==> src/rtl/mem_arbiter_pkg.sv <==
// Shared encodings for mem_arbiter: requester ownership, FSM states and access size codes.
package mem_arbiter_pkg;

    typedef enum logic {
        OWN_IF = 1'b0,
        OWN_D  = 1'b1
    } owner_e;

    typedef enum logic {
        IDLE = 1'b0,
        BUSY = 1'b1
    } state_e;

    localparam logic [1:0] SIZE_BYTE = 2'b00;
    localparam logic [1:0] SIZE_HALF = 2'b01;
    localparam logic [1:0] SIZE_WORD = 2'b10;

endpackage

==> src/rtl/arb_pick.sv <==
// Two-way tie-break for mem_arbiter; gnt[0] = fetch, gnt[1] = data.
// MEM_ARB_ROUND_ROBIN_EN: defined -> round robin on last owner, undefined -> data wins ties.
module arb_pick
    import mem_arbiter_pkg::*;
(
    input  logic       if_req,
    input  logic       d_req,
    input  owner_e     last_owner,
    output logic [1:0] gnt
);

    always_comb begin
        gnt = 2'b00;
        if (if_req && d_req) begin
`ifdef MEM_ARB_ROUND_ROBIN_EN
            gnt = (last_owner == OWN_IF) ? 2'b10 : 2'b01;
`else
            gnt = 2'b10;
`endif
        end else begin
            gnt = {d_req, if_req};
        end
    end

`ifndef MEM_ARB_ROUND_ROBIN_EN
    logic unused_last;
    assign unused_last = last_owner;
`endif

endmodule

==> src/rtl/mem_arbiter.sv <==
// Arbitrates a fetch port and a data port onto one shared RAM port, one access in flight.
// Tie policy selected by MEM_ARB_ROUND_ROBIN_EN (see arb_pick).
module mem_arbiter
    import mem_arbiter_pkg::*;
#(
    parameter int unsigned RD_LATENCY = 1,
    parameter int unsigned AW         = 32
) (
    input  logic          clk,
    input  logic          rst,
    input  logic          if_req,
    input  logic [AW-1:0] if_addr,
    output logic          if_gnt,
    output logic          if_rvalid,
    output logic [31:0]   if_rdata,
    input  logic          d_req,
    input  logic          d_we,
    input  logic [AW-1:0] d_addr,
    input  logic [31:0]   d_wdata,
    input  logic [1:0]    d_size,
    input  logic          d_signed,
    output logic          d_gnt,
    output logic          d_rvalid,
    output logic [31:0]   d_rdata,
    output logic          mem_en,
    output logic          mem_we,
    output logic [AW-1:0] mem_addr,
    output logic [31:0]   mem_wdata,
    output logic [1:0]    mem_size,
    output logic          mem_signed,
    input  logic [31:0]   mem_rdata
);

    state_e     state_q;
    logic [2:0] cnt_q;
    owner_e     owner_q;
    logic [1:0] pick;
    logic       can_grant;
    logic       rsp;

    // The owner register doubles as the last-granted pointer: both reset to fetch
    // and change only on a grant.
    arb_pick u_pick (
        .if_req     (if_req),
        .d_req      (d_req),
        .last_owner (owner_q),
        .gnt        (pick)
    );

    assign can_grant = (state_q == IDLE) && !rst;
    assign if_gnt    = can_grant && pick[0];
    assign d_gnt     = can_grant && pick[1];

    always_comb begin
        mem_en     = 1'b0;
        mem_we     = 1'b0;
        mem_addr   = '0;
        mem_wdata  = '0;
        mem_size   = 2'b00;
        mem_signed = 1'b0;
        if (d_gnt) begin
            mem_en     = 1'b1;
            mem_we     = d_we;
            mem_addr   = d_addr;
            mem_wdata  = d_wdata;
            mem_size   = d_size;
            mem_signed = d_signed;
        end else if (if_gnt) begin
            mem_en   = 1'b1;
            mem_addr = if_addr;
            mem_size = SIZE_WORD;
        end
    end

    assign rsp       = (state_q == BUSY) && (cnt_q == 3'd1) && !rst;
    assign if_rvalid = rsp && (owner_q == OWN_IF);
    assign d_rvalid  = rsp && (owner_q == OWN_D);
    assign if_rdata  = if_rvalid ? mem_rdata : 32'h0;
    assign d_rdata   = d_rvalid ? mem_rdata : 32'h0;

    always_ff @(posedge clk) begin
        if (rst) begin
            state_q <= IDLE;
            cnt_q   <= 3'd0;
            owner_q <= OWN_IF;
        end else begin
            case (state_q)
                IDLE: begin
                    if (if_gnt || d_gnt) begin
                        owner_q <= d_gnt ? OWN_D : OWN_IF;
                        cnt_q   <= 3'(RD_LATENCY);
                        state_q <= BUSY;
                    end
                end
                BUSY: begin
                    cnt_q <= cnt_q - 3'd1;
                    if (cnt_q == 3'd1) state_q <= IDLE;
                end
                default: state_q <= IDLE;
            endcase
        end
    end

endmodule
==> config.mk <==
export PLATFORM = sky130hd
export DESIGN_NAME = mem_arbiter
export DESIGN_NICKNAME = d
export VERILOG_FILES = /design/src/rtl/mem_arbiter_pkg.sv /design/src/rtl/arb_pick.sv /design/src/rtl/mem_arbiter.sv
export SDC_FILE = /design/constraint.sdc
export NUM_CORES = 1
export LEC_CHECK = 0
export ABC_AREA = 1
export CAP_MARGIN = 5
export CORE_AREA = 5 5 103 105
export CTS_BUF_LIST = sky130_fd_sc_hd__clkbuf_4 sky130_fd_sc_hd__clkbuf_8
export DETAILED_ROUTE_END_ITERATION = 8
export DIE_AREA = 0 0 108 110
export DONT_BUFFER_PORTS = 1
export GPL_TIMING_DRIVEN = 0
export HOLD_SLACK_MARGIN = 0.06
export PLACE_DENSITY = 0.31
export SLEW_MARGIN = 40
export SYNTH_ARGS = -nofsm -noshare
export SYNTH_HDL_FRONTEND = slang
export SYNTH_SLANG_ARGS = --single-unit
==> constraint.sdc <==
create_clock -name clk -period 1.6 [get_ports clk]
set_input_delay 0.24 -clock clk [delete_from_list [all_inputs] [get_ports clk]]
set_output_delay 0.24 -clock clk [all_outputs]
set_load 0.05 [all_outputs]
Word level (Yosys, flattened, before mapping)
Cells that the tools add are included.
- $add $sub $neg: 1
- reductions and logical operators: 11
- eq/ne operators: 2
- bitwise logic cells: 2
- multiplexer cells: 18
- operators by type and width (cell ; number):
    2-to-1 mux 32 bit ; 5
    logical AND 1 bit ; 8
    2-to-1 mux 1 bit ; 7
    2-to-1 mux 2 bit ; 3
    one-hot mux 3 bit (2 select lines) ; 1
    equality test 3 x 1 -> 1 bit, second input constant ; 1
    2-to-1 mux 3 bit ; 1
    subtractor 3 x 1 -> 3 bit, second input constant ; 1
    inequality test 2 x 1 -> 1 bit, second input constant ; 1
    inverter 1 bit ; 2
    one-hot mux 1 bit (2 select lines) ; 1
    AND reduction 2 bit ; 1
    zero test 1 bit ; 1
    logical OR 1 bit ; 1
- word-level logic and storage cells: 37
- input bits: 136
- bits in registers: 5

Depth between registers and ports, before layout
Gate-level depths: netlist of run 1.
- word-level depth: 6
- mapped depth: 7
- gate-level depth less buffers: 6

Hierarchy
Synthesis of run 1 repeated with hierarchy kept, for this count alone.
- cell total of the unflattened synthesis: 329
- area, all modules: 1432.6 µm²
- modules (own cells, without submodules) (module ; cells each ; instances ; area an instance (µm²)):
    mem_arbiter ; 326 ; 1 ; 1421.4
    arb_pick ; 3 ; 1 ; 11.3

Worst setup path after synthesis of run 1
OpenSTA, ideal clock, no wires.
- kind: reg2out
- from: register cnt_q[0]
- to: output port if_rdata[22]
- arrival: 1.611 ns
- cell stages (with the launch flop): 7
- slack: -0.251 ns
- required time: 1.360 ns
- path buffers: 1
- cell sequence: dfxtp_1 > ha_1 > nand2_1 > nor2_2 > nand2_1 > buf_2 > nor2_1
- longest elaborated chain between the ends: 5
- ends and longest elaborated chain (what ; RTL line ; source):
    from (decl) ; mem_arbiter.sv:35 ; logic [2:0] cnt_q;
    from (signal assigned) ; mem_arbiter.sv:91 ; cnt_q <= 3'(RD_LATENCY);
    from (signal assigned) ; mem_arbiter.sv:96 ; cnt_q <= cnt_q - 3'd1;
    equality test 3 x 1 -> 1 bit ; mem_arbiter.sv:75 ; assign rsp = (state_q == BUSY) && (cnt_q == 3'd1) && !rst;
    logical AND 1 bit (2 in series) ; mem_arbiter.sv:75 ;
    logical AND 1 bit ; mem_arbiter.sv:76 ; assign if_rvalid = rsp && (owner_q == OWN_IF);
    2-to-1 mux 32 bit ; mem_arbiter.sv:78 ; assign if_rdata = if_rvalid ? mem_rdata : 32'h0;
    to (decl) ; mem_arbiter.sv:15 ; output logic [31:0] if_rdata,
Every way passes these cells.

Worst setup path after layout of run 1
- from: register cnt_q[1]
- to: output port if_rdata[10]
The elaborated chain is that of the path after synthesis.

==> results of run 1 <==
-- final cells by class --
class,instances,area [sq um]
fill,875,5290
multi-input combinational,223,2820
timing repair buffer,33,483
inverter,78,325
buffer,15,275
tap,133,166
sequential,5,109
clock buffer,4,48.8
timing repair inverter,2,27.5
-- state kept, by name, summed over array words and instances, names as in the netlist --
register,flops
cnt_q,3
owner_q,1
state_q,1
-- cells in the final DEF, fill, tap and decap left out, types with 3 or more instances in the layout --
master,count
buf_6,10
clkinv_8,3
nand2_2,21
clkbuf_8,3
nand3_1,3
inv_1,72
nand2_8,60
nand2_1,8
buf_8,7
buf_16,5
nor2_4,100
buf_4,9
buf_12,15
nor2_1,3
nand2_4,17
-- critical path, stage by stage (launching register included) --
cell     delay (ns)
dfxtp_2        0.31
inv_2          0.07
ha_4           0.13
nand2_4        0.04
nor2_4         0.15
nand2_4        0.17
buf_12         0.21
nor2_4         0.30
-- final timing paths --
| check | start | end | slack, ns |
|---|---|---|---|
| worst max register to register | cnt_q[1] | cnt_q[1] | 0 |
| worst max-delay path | cnt_q[1] | if_rdata[10] | -0.26 |
| worst min-delay path | rst | cnt_q[0] | 0.17 |
| worst min register to register | cnt_q[1] | cnt_q[1] | 0.50 |
-- kinds of logic after synthesis --
kind of cell	after synthesis	synth area share
flip-flops	5	0.0737
AO/OA/AOI/OAI	5	0.0184
AND/OR/NAND/NOR	216	0.613
buffers and inverters	93	0.276
adder cells (fa/ha/maj)	2	0.0184
-- power groups by stage --
stage	Sequential, W	Combinational, W	Clock [W]
after CTS	0.000157	0.00118	0.000260
after global placement	0.000153	0.000692	0
after detailed placement	0.000153	0.000706	0
after global routing	0.000160	0.00136	0.000278
final	0.000157	0.00130	0.000253
after floorplan	0.000150	0.000638	0
-- cells in the mapped netlist (all sizes together) --
master    n  share of area
nand2   106           0.29
nor2    104           0.29
inv      78           0.22
buf      15          0.061
dfxtp     5          0.074
nand3     4          0.018
a21oi     3          0.011
ha        2          0.018
o21ai     2         0.0074
nor3      1         0.0037
or2       1         0.0046
-- metal layers --
| layer | wire length [microns] | vias to the layer above | share of wire |
|---|---|---|---|
| met5 | 0 | - | 0 |
| met4 | 11 | 0 | 0.0013 |
| met3 | 641 | 2 | 0.073 |
| met2 | 5300 | 127 | 0.60 |
| met1 | 2810 | 974 | 0.32 |
| li1 | - | 978 | - |
-- per-stage QoR --
step	util	instance area, sq um	power (W)	hold slack (ns)
global placement	0.183	1750	0.000845	0.314
CTS	0.395	3770	0.00160	0.0688
detailed placement	0.189	1810	0.000859	0.321
finish	0.446	4260	0.00171	0.175
global route	0.446	4260	0.00180	0.178
floorplan	-	1580	0.000787	0.309
-- what timing repair did --
item | in CTS | in global routing
pin swaps | 53 | 61
buffers inserted | 18 | 8
gates cloned | 10 | 1
endpoints found under the hold margin | 0 | 1
hold buffers | 0 | 1
endpoints found under the setup margin | 137 | 135
gates resized for setup | 374 | 73
==> reports/metrics.yaml, run 1 <==
floorplan:
  die_area_sq_um: 11900
  fp.dieH_microns: 110
  ioPinCount: 273
  std_cell_rows: 36
  core_sq_um: 9550
  die_w_microns: 108
  start_util: 0.142
detailed_routing:
  vias: 2081
  antenna_left: 0
  drc_errors: 0
  drt-pass1-iter-count: 4
  drt_wl_total_microns: 8760
  routed_via_density: 4.22
  drt_iter0_drc: 54
  routed_wire_length_per_instance_microns: 17.8
global_routing:
  grt_max_degree: 11
  antenna_found_initial: 0
  track_usage: 0.124
  use_met1: 0.124
  grt_pass1_vias: 2200
  use_met3: 0.0303
  use_met2: 0.260
  grt-ovfl-total: 0
  top_usage_layer: "met2"
  grt_pass1_wl_microns: 11700
power_and_ir_drop:
  pwr-share-clk: 0.148
  switching_power_w: 0.000977
  peakVddDrop_mv: 0.277
  netSwitchingFraction: 0.570
  internal-power_w: 0.000737
  power.density_nw_per_um2: 402
  comb_power_share: 0.760
  leakage_nw: 1.70
  p_seq_frac: 0.092
sta:
  fin_crit_ns: 1.86
  setup_viol_count_final: 132
  final.setup.tns_ns: -22.26
  rsz0062_at_grt: "yes"
  fin_crit_sh: 1.16
  relSlewSlack: 0.623
  max_clock_freq_mhz: 537
  fin_ws_ns: -0.263
  tightest_slew_ns: 0.565
  slew_viol_final: 0
  final_hold_viol_count: 0
  finClkSkew_ns: 0.00407
place:
  place.gp.congestion: 0.651
  dp.cells: 454
  place_ws_ns: -0.373
  hpwl_microns: 5380
  port_buffers: 0
cts:
  cts-buffers-inserted: 3
  htree_levels: 1
  cts.path.max_buffers: 2
  cts_sinks: 5
  clk_pin_slew_ns: 0.04
  clk_latency_ns: 0.22
  cts_root_buf: "clkbuf_8"
  cts_tree: "yes"
setup_path:
  start_kind: "flop"
  rr_worst_depth: 10
  cp.arrival_ns: 1.62
  cp_max_fo: 10
  criticalPathCategory: "reg2out"
  cp_data_required_time_ns: 1.36
  critical_path.endpoint_type: "output pin"
worst_hold_path:
  hold_depth: 3
  hold_path_class: "in2reg"
logic_synthesis:
  synth_warnings: 0
  ys_seq_area_frac: 0.0737
  syn_nets: 459
  synth_cell_type_count: 16
  synth_area_sq_um: 1360
  syn_inst: 321
  synth.avg_cell_area_sq_um: 4.23
  ys_seq_elements: 5
layout:
  nets: 499
  drive_gt1_frac: 0.739
  area_growth_pct: 214
  instances_no_fill: 493
  antenna_cells: 0
outcome:
  violations: "negative setup slack"
  status: "complete, but fails checks"
run:
  cap_viol_max_count: 0
(Power assumes the default switching activity.)
==> inputs of run 2 (changes only) <==
- CORE_AREA: 5 5 103 105 -> 5 5 102 104
- DIE_AREA: 0 0 108 110 -> 0 0 107 109
==> run 2 against run 1 <==
- the flow still finishes with violations (negative setup slack)
- via count grew 2.3%
- clock power about the same
- first-iteration DRC count fell by 46%
- cell area rose by 3.4%
- sequential power hardly changed
- maximum frequency is essentially flat
- critical path depth is 1 higher
- register-to-register slack better by 0.22 ns
- largest power group unchanged
- highest routed layer unchanged
==> reports/metrics.yaml, run 2 (synthesized netlist as in run 1, its figures left out) <==
detailed_routing:
  drt_iter0_drc: 29
  vias: 2128
  antenna_left: 0
  routed_via_density: 4.42
  drt_wl_total_microns: 9290
  routed_wire_length_per_instance_microns: 19.3
  drt-pass1-iter-count: 4
  drc_errors: 0
power_and_ir_drop:
  leakage_nw: 1.87
  netSwitchingFraction: 0.574
  internal-power_w: 0.000738
  comb_power_share: 0.763
  peakVddDrop_mv: 0.200
  pwr-share-clk: 0.146
  p_seq_frac: 0.091
  power.density_nw_per_um2: 393
  switching_power_w: 0.000993
layout:
  largest_reg_flops: 3
  largest-register: "cnt_q"
  finalInstanceArea_sq_um: 4400
  drive_gt1_frac: 0.747
  fill_cells: 838
  instances_no_fill: 481
  multi_input_area_sq_um: 2840
  utilization: 0.465
  antenna_cells: 0
  reg_top3: "cnt_q (3), owner_q (1), state_q (1)"
  nets: 506
  mostFrequentLayoutCells: "101 x nor2_4, 72 x inv_1, 57 x nand2_8"
  area.sequential_sq_um: 109
  area_growth_pct: 224
  mostFrequentLayoutCell: "nor2_4"
floorplan:
  std_cell_rows: 36
  ioPinCount: 273
  die_area_sq_um: 11700
  fp.dieH_microns: 109
  start_util: 0.144
  core_sq_um: 9460
  die_w_microns: 107
sta:
  setup_viol_count_final: 133
  rsz0062_at_grt: "yes"
  fin_ws_ns: -0.264
  slew_viol_final: 0
  max_clock_freq_mhz: 536
  finClkSkew_ns: 0.00449
  tightest_slew_ns: 0.397
  relSlewSlack: 0.734
  fin_crit_sh: 1.17
  final_hold_viol_count: 0
  fin_crit_ns: 1.86
global_routing:
  grt-ovfl-total: 0
  track_usage: 0.135
  grt_max_degree: 11
  grt_pass1_vias: 2317
  grt_pass1_wl_microns: 12400
  antenna_found_initial: 0
worst_hold_path:
  hold_depth: 1
  hold_start: "rst"
  holdPathEnd: "cnt_q[1]"
  hold_path_class: "in2reg"
setup_path:
  worstPathCellList: "inv_2 -> ha_4 -> nand2_4 -> nor2_4 -> buf_6 -> nand2_8 -> clkbuf_16 -> nor2_4"
  ff2ff_setup_slack_ns: 0.22
  cp.arrival_ns: 1.62
  critPathTopFamily: "simple AND/OR/NAND/NOR gates"
  r2r_end: "owner_q"
  start_kind: "flop"
  worst-path-buf-inv: 3
  cp_slowest_cell: "dfxtp_2"
  criticalPathCategory: "reg2out"
  crit_path_max_incr_delay_ns: 0.31
  rr_worst_depth: 8
  cp_data_required_time_ns: 1.36
  cp_max_fo: 8
  cpMostUsedCell: "nor2_4"
  r2r-start: "state_q"
  critical_path.endpoint_type: "output pin"
place:
  dp.cells: 435
  place_ws_ns: -0.381
  placed_area_sq_um: 1800
  port_buffers: 0
  hpwl_microns: 5460
  place.gp.congestion: 0.657
cts:
  cts-buffers-inserted: 3
  htree_levels: 1
  cts.path.max_buffers: 2
  cts_sinks: 5
  cts_tree: "yes"
  cts_root_buf: "clkbuf_8"
  hold_buffers: 0
  clk_latency_ns: 0.22
  clk_pin_slew_ns: 0.03
run:
  cap_viol_max_count: 0
outcome:
  violations: "negative setup slack"
  status: "complete, but fails checks"
-- run 2: cell type report --
cell class                 count  area share
multi-input combinational    224       0.646
timing repair buffer          40       0.140
inverter                      78      0.0739
buffer                        14      0.0654
tap                          114      0.0324
sequential                     5      0.0247
clock buffer                   4      0.0111
timing repair inverter         2     0.00625
-- run 2: power groups by stage --
stage / clock network [W] / registers (W) / logic (W)
6_report: 0.000253 / 0.000157 / 0.00132
4_1_cts: 0.000263 / 0.000157 / 0.00121
3_5_place_dp: 0 / 0.000152 / 0.000713
5_1_grt: 0.000269 / 0.000159 / 0.00138
2_1_floorplan: 0 / 0.000150 / 0.000638
3_3_place_gp: 0 / 0.000153 / 0.000693
-- run 2: timing repair --
| action | 4_1_cts | 5_1_grt |
|---|---|---|
| resized for setup | 370 | 86 |
| pin swaps | 59 | 54 |
| setup endpoints to repair | 137 | 134 |
| gates cloned | 16 | 2 |
| setup buffers | 22 | 7 |
-- run 2: worst max-delay path by stage --
stage / slack, ns / cells past startpoint / from / to
detailed placement: -0.38 / 6 / cnt_q[0] / if_rdata[30]
global placement: -0.34 / 4 / state_q / mem_wdata[21]
finish: -0.26 / 8 / cnt_q[1] / if_rdata[30]
CTS: -0.32 / 8 / cnt_q[1] / d_rdata[12]
floorplan: -0.08 / 5 / cnt_q[0] / if_rdata[0]
global route: -0.35 / 8 / cnt_q[1] / d_rdata[12]
-- run 2: routing by layer --
| layer | vias to the layer above | global-route usage | wire length, microns |
|---|---|---|---|
| li1 | 991 | - | - |
| met1 | 998 | 0.147 | 3040 |
| met2 | 129 | 0.269 | 5530 |
| met3 | 10 | 0.0343 | 582 |
| met4 | 0 | 0.0110 | 142 |
| met5 | - | 0 | 0 |
-- run 2: metrics by stage --
step	hold slack (ns)	setup TNS, ns	power, W
after floorplan	0.309	-6.44	0.000787
after global placement	0.314	-30.80	0.000846
after detailed placement	0.316	-31.73	0.000865
after CTS	0.0735	-23.88	0.00163
after global routing	0.0842	-30.76	0.00181
final	0.0835	-21.21	0.00173
